--- src/rtl/fetch_queue.sv ---
// Dual-packet fetch queue between F2 and the dual decoder; slot [1] is always the older packet.
// Optional FETCHQ_BYPASS_EN forwards incoming packets to dataF2 in the same cycle.
package fetch_queue_pkg;
   typedef struct packed {
      logic        valid;
      logic [31:0] pc;
      logic [31:0] instr;
      logic        pre_b;
      logic [31:0] pred_pc_jr;
   } fetch_data_t;
endpackage

module fetch_queue
   import fetch_queue_pkg::*;
#(
   parameter  int unsigned DEPTH = 8,
   localparam int unsigned AW    = $clog2(DEPTH)
) (
   input  logic                 clk,
   input  logic                 reset,
   input  logic                 flush,
   input  logic [1:0]           enq_valid,
   input  fetch_data_t [1:0]    enq_data,
   output logic                 enq_ready,
   input  logic [1:0]           deq_num,
   output fetch_data_t [1:0]    dataF2,
   output logic [AW:0]          count
);

   localparam int unsigned CW = AW + 1;

   logic [AW-1:0] head_q, head_d;
   logic [AW-1:0] tail_q, tail_d;
   logic [CW-1:0] count_q, count_d;
   fetch_data_t   mem_q [DEPTH];
   fetch_data_t   mem_d [DEPTH];

   logic          enq_fire_c;
   logic [1:0]    enq_num_c;
   logic [1:0]    deq_st_c;
   logic [1:0]    deq_in_c;
   logic [CW-1:0] avail_c;

   assign count = count_q;

   // Enqueue qualification and split of deq_num between stored and bypassed packets
   always_comb begin
      enq_ready  = (count_q <= CW'(DEPTH - 2));
      enq_fire_c = enq_ready && enq_valid[1];
      enq_num_c  = enq_fire_c ? (enq_valid[0] ? 2'd2 : 2'd1) : 2'd0;
`ifdef FETCHQ_BYPASS_EN
      avail_c  = count_q + CW'(enq_num_c);
      deq_st_c = (CW'(deq_num) > count_q) ? 2'(count_q) : deq_num;
      deq_in_c = deq_num - deq_st_c;
`else
      avail_c  = count_q;
      deq_st_c = deq_num;
      deq_in_c = 2'd0;
`endif
   end

   // Output view: stored entries, followed by incoming packets when bypassing
   always_comb begin
      dataF2[1] = mem_q[head_q];
      dataF2[0] = mem_q[head_q + AW'(1)];
`ifdef FETCHQ_BYPASS_EN
      if (count_q == CW'(0)) begin
         dataF2[1] = enq_data[1];
         dataF2[0] = enq_data[0];
      end else if (count_q == CW'(1)) begin
         dataF2[0] = enq_data[1];
      end
`endif
      dataF2[1].valid = (avail_c >= CW'(1));
      dataF2[0].valid = (avail_c >= CW'(2));
   end

   // Next-state: flush wins over enqueue and dequeue
   always_comb begin
      head_d  = head_q;
      tail_d  = tail_q;
      count_d = count_q;
      mem_d   = mem_q;
      if (flush) begin
         head_d  = '0;
         tail_d  = '0;
         count_d = '0;
      end else begin
         if (enq_fire_c) begin
            if (deq_in_c == 2'd0) begin
               mem_d[tail_q] = enq_data[1];
               if (enq_valid[0]) mem_d[tail_q + AW'(1)] = enq_data[0];
            end else if ((deq_in_c == 2'd1) && enq_valid[0]) begin
               mem_d[tail_q] = enq_data[0];
            end
         end
         head_d  = head_q + AW'(deq_st_c);
         tail_d  = tail_q + AW'(enq_num_c) - AW'(deq_in_c);
         count_d = count_q + CW'(enq_num_c) - CW'(deq_num);
      end
   end

   always_ff @(posedge clk or posedge reset) begin
      if (reset) begin
         head_q  <= '0;
         tail_q  <= '0;
         count_q <= '0;
      end else begin
         head_q  <= head_d;
         tail_q  <= tail_d;
         count_q <= count_d;
      end
   end

   // Packet storage carries no reset; contents are qualified by count
   always_ff @(posedge clk) begin
      mem_q <= mem_d;
   end

   a_enq_pattern : assert property (@(posedge clk) disable iff (reset)
      enq_valid != 2'b01);

   a_deq_legal : assert property (@(posedge clk) disable iff (reset || flush)
      (deq_num != 2'd3) && (CW'(deq_num) <= avail_c));

endmodule

--- config.mk ---
export PLATFORM = sky130hd
export DESIGN_NAME = fetch_queue
export DESIGN_NICKNAME = d
export VERILOG_FILES = /design/src/rtl/fetch_queue.sv
export SDC_FILE = /design/constraint.sdc
export NUM_CORES = 2
export LEC_CHECK = 0
export ABC_CLOCK_PERIOD_IN_PS = 43400
export CAP_MARGIN = 20
export CORE_ASPECT_RATIO = 0.8
export CORE_MARGIN = 2
export CORE_UTILIZATION = 50
export DETAILED_ROUTE_END_ITERATION = 8
export GPL_TIMING_DRIVEN = 0
export PLACE_DENSITY = 0.7
export SYNTH_ARGS = -nofsm -noshare
export SYNTH_HDL_FRONTEND = slang
export SYNTH_SLANG_ARGS = --single-unit
--- constraint.sdc ---
create_clock -name clk -period 43.4 [get_ports clk]
set_input_delay 4.34 -clock clk [delete_from_list [all_inputs] [get_ports clk]]
set_output_delay 4.34 -clock clk [all_outputs]
set_load 0.005 [all_outputs]
# Word-level counts from Yosys, hierarchy flattened
# Index checks and enable logic that the tools add are counted.
[word_totals]
elab_cells = 85
out_inout_bits = 201
regBits = 794
input_bits = 203
[classes]
add_sub_neg = 6
mux = 18
n_bitwise = 5
reduce_logical = 4
n_lt_le_gt_ge = 9
[op_table]
columns = ["op", "n"]
rows = [
  ["bitwise mux 784 bit", 2],
  ["2-to-1 mux 784 bit", 1],
  ["binary-select mux 98 bit (select 3 bit)", 2],
  ["demux 98 bit (select 3 bit)", 2],
  ["2-to-1 mux 97 bit", 4],
  ["2-to-1 mux 98 bit", 2],
  [">= comparator 4 bit, second input constant", 4],
  ["NOT 3 -> 4 bit", 4],
  ["less-than comparator 4 x 1 -> 1 bit, second input constant", 2],
  ["adder 3 x 1 -> 3 bit, second input constant", 2],
  ["adder 3 x 2 -> 3 bit", 2],
  ["2-to-1 mux 3 bit", 2],
  ["adder 4 x 2 -> 4 bit", 1],
  [">= comparator 4 x 1 -> 1 bit, second input constant", 1],
  [">= comparator 4 x 2 -> 1 bit, second input constant", 1],
  ["less-or-equal comparator 4 x 3 -> 1 bit, second input constant", 1],
  ["2-to-1 mux 2 bit", 2],
  ["2-to-1 mux 4 bit", 1],
  ["subtractor 4 x 2 -> 4 bit", 1],
  ["logical AND 1 bit", 3],
  ["AND reduction 2 bit", 1],
  ["NOT 1 bit", 1],
]

# Depth between registers and ports, before layout
[depth]
word_depth = 8
depth_mapped = 11
mapped_depth_nobuf = 11

# Worst setup path after synthesis
# OpenSTA, ideal clock, no wires.
[synth_timing]
path_kind = "input to register"
startpoint = "input flush"
endpoint = "register mem_q[0] (netlist name) (enable)"
setup_ns = 1.938
setup_slack_ns = 4.790
path_buffers = 1
arrival_time_ns = 36.672
cell_stages = 2
t_required_ns = 41.462
path_cell_list = "clkbuf_1 -> nor2_1"
[synth_via]
elab_chain_len = 2
[synth_rtl]
columns = ["item", "line", "source"]
rows = [
  ["start, declared", "21", "input logic flush,"],
  ["NOT 1 bit (no source line)", "--", ""],
  ["AND reduction 2 bit (no source line)", "--", ""],
  ["end signal, assigned", "117", "mem_q <= mem_d;"],
  ["end, declared", "35", "fetch_data_t mem_q [DEPTH];"],
]
# Every way passes these cells.
# A chain may end at the register's enable or synchronous reset.

==> results.md <==
- Vias in the first global route: 35700
- Non-filler cells, final: 5444
- Worst Hold Depth: 2
- Synthesis-to-layout area growth: 17.5%
- EDFF count, synth: 776
- Core area: 107000 um2
- Total gr overflow: 0
- I/O pin cnt: 404
- CTS H-tree depth: 3
- Slowest library cell on the worst path: clkbuf_1
- Core Rows: 107
- # setup viols final: 0
- Data arrival time of the worst path: 4.62 ns
- Tmin final: 8.96 ns
- Placed insts: 5256
- CP endpoint kind: primary output
- Max capacitance violation total: 0
- Internal power: 0.00207 W
- Max_slew headroom: 0.220
- Initial antenna violation count: 39
- WL per Instance: 32.2 um
- Num CTS Buffers: 89
- Lkg Pwr: 21.8 nW
- Post-synth net total: 3622
- # DRC: 0
- Worst Setup Start Kind: flip-flop
- Pre-antenna DRT Iters: 5
- Worst r2r src: tail_q[0]$_DFF_PP0_
- Share of post-route cells with drive strength above 1: 0.575
- Routability congestion estimate: 0.856
- Skew-Pair Late Insertion Delay: 0.70 ns
- Worst-path maximum fanout: 10
- TritonCTS sink count: 786
- Status: complete, no violations
- CP required: 39.06 ns
- Clock Pin Slew Worst Setup and Hold Paths: 0.06 ns
- Max Fclk: 112 MHz
- DRT antenna net count: 0
- Nets: 4153
- FF-to-FF setup slack: 39.66 ns
- Sw Pwr: 0.000935 W
- CP top delay family: buffers and inverters
- Hold Fails Final Rpt: 0
- Post-cts resize count: 0
- Critical Path End: dataF2[6]
- Yosys reg bits: 786
- Clk pwr share: 0.257
- Chip Width: 372 um
- Synth Cell Area: 54200 um2
- Effective utilization at floorplan: 0.507
- Routed wire length: 175000 um
- Unrepaired setup endpoints after global routing: false
- Worst min path class: flip-flop to flip-flop
- Worst VDD drop: 31.2 uV
- Pwr Density: 47.3 nW/um2
- DPL Wire Length: 116000 um
- FILL cells: 8357
- Largest net degree at the start of global routing: 34
- Max Slew Vio Count: 0
- Clock root buffer: clkbuf_16
- Vias/cell: 6.65
- Die H: 298 um
- Tightest Pin Transition: 1.17 ns
- Period utilization: 0.206
- Most used cell, CP: clkbuf_1
- Die area: 111000 um2
- First-pass GRT wire length: 252000 um
- Yosys warns: 0
- Critical path depth: 7
- CTS tree: yes
- Post-synthesis cell type count: 35
- Seq pwr share: 0.352
- Kind of critical path: flip-flop to primary output
- Port Buf Inserts: 401
- Clock Skew: 0.0261 ns
- Clock Tree Buf Depth: 3
- Post-CTS Repair Setup Buffers: 0
- WP buf/inv: 4
- CP Launch Point: head_q[1]$_DFF_PP0_
- Via Count: 36200
- Global Route Usage Sum: 0.310
- Switch share: 0.311
- Cell Chain, Critical Path: ha_1 > clkbuf_1 > clkbuf_1 > buf_2 > mux4_2 > mux2_2 > clkdlybuf4s50_1
- Logic gate share of total power: 0.390
- Synth Flop Type: edfxtp_1
- Setup TNS: 0 ns
- Crit-path max cell delay: 0.87 ns
- Hold buffers post-CTS: 0
- Worst R2R Path Depth: 7
- Gate Count Post-Synth: 3404
- Async SR Flop Fraction: 0.0127
- RR Endpoint: mem_q[142]$_DFFE_PP_
- Initial DRC count: 4199
- Syn_area_per_cell: 15.9 um2
- Sequential area share after synthesis: 0.435
[per-stage QoR]
stage	cell area, um2	hold WS [ns]	power, W	setup WS (ns)	utilization
2_1_floorplan	54200	0.596	0.00188	4.79	-
3_3_place_gp	60000	0.620	0.00238	-13.55	0.561
3_5_place_dp	60700	0.634	0.00224	35.17	0.567
4_1_cts	63500	0.651	0.00301	34.40	0.594
5_1_grt	63600	0.700	0.00311	34.28	0.595
6_report	63700	0.658	0.00301	34.44	0.595
[cells by family after synthesis]
group,count (synthesis),synth area share
buf+inv,321,0.0286
simple gates,135,0.0160
xor+xnor,6,0.000970
mux,2038,0.506
compound gates,103,0.00965
fa+ha+maj,15,0.00402
flops,786,0.435
[flip-flops by register name, summed over array words and instances, names as in the netlist]
| register | flops |
|---|---|
| head_q | 3 |
| mem_q | 776 |
| tail_q | 3 |
| count | 4 |
[placed cells by master, fill, tap and decap left out, types with 18 or more instances in the layout]
master	instances
a21oi_1	98
buf_1	18
buf_12	24
buf_2	166
clkbuf_1	123
clkbuf_16	91
clkdlybuf4s50_1	401
clkinv_1	19
clkinv_2	19
diode_2	21
edfxtp_1	776
mux2_2	1493
mux2_4	60
mux2i_1	97
mux4_2	388
nor4_1	97
[power by group through the flow]
stage / clock network [W] / registers [W] / logic, W
final: 0.000773 / 0.00106 / 0.00117
after global routing: 0.000807 / 0.00107 / 0.00123
after CTS: 0.000780 / 0.00106 / 0.00117
after detailed placement: 0 / 0.00107 / 0.00116
after global placement: 0 / 0.00125 / 0.00113
after floorplan: 0 / 0.00116 / 0.000715
[worst min-delay path by stage]
stage / from / end
floorplan: head_q[0]$_DFF_PP0_ / head_q[0]$_DFF_PP0_
CTS: head_q[0]$_DFF_PP0_ / head_q[0]$_DFF_PP0_
finish: head_q[0]$_DFF_PP0_ / head_q[0]$_DFF_PP0_
detailed placement: head_q[0]$_DFF_PP0_ / head_q[0]$_DFF_PP0_
global placement: head_q[0]$_DFF_PP0_ / head_q[0]$_DFF_PP0_
global route: mem_q[185]$_DFFE_PP_ / mem_q[185]$_DFFE_PP_
[cell usage after synthesis (11+ instances only)]
library cell	count	area, um2
mux2_2	1493	16800
edfxtp_1	776	23300
mux4_2	388	8740
buf_2	166	831
clkbuf_1	103	387
a21oi_1	98	490
mux2i_1	97	971
nor4_1	97	607
mux2_4	60	901
buf_1	18	67.6
buf_6	13	146
ha_1	11	138
inv_1	11	41.3
[per-layer routing]
layer | global-route usage | part of all wire | up-vias
met2 | 0.465 | 0.45 | 1743
met5 | 0 | 0.0012 | -
met4 | 0.112 | 0.035 | 32
met1 | 0.443 | 0.42 | 18900
met3 | 0.0676 | 0.087 | 318
li1 | - | - | 15200
[area by class of cell]
class,instances,area [um2],area share
buffer,310,1510,0.0237
sequential,786,23600,0.370
multi-input combinational,2297,29100,0.457
antenna,21,52.6,0.000826
clock buffer,111,2350,0.0370
inverter,11,41.3,0.000649
tap,1417,1770,0.0279
clock inverter,51,507,0.00796
timing repair buffer,440,4780,0.0751
[tightest hold or removal path, stage by stage, from the launching register on]
cell	delay [ns]
dfrtp_1	0.38
ha_1	0.13
nor2b_1	0.11
Note: power is estimated with default switching activity, not from simulation.
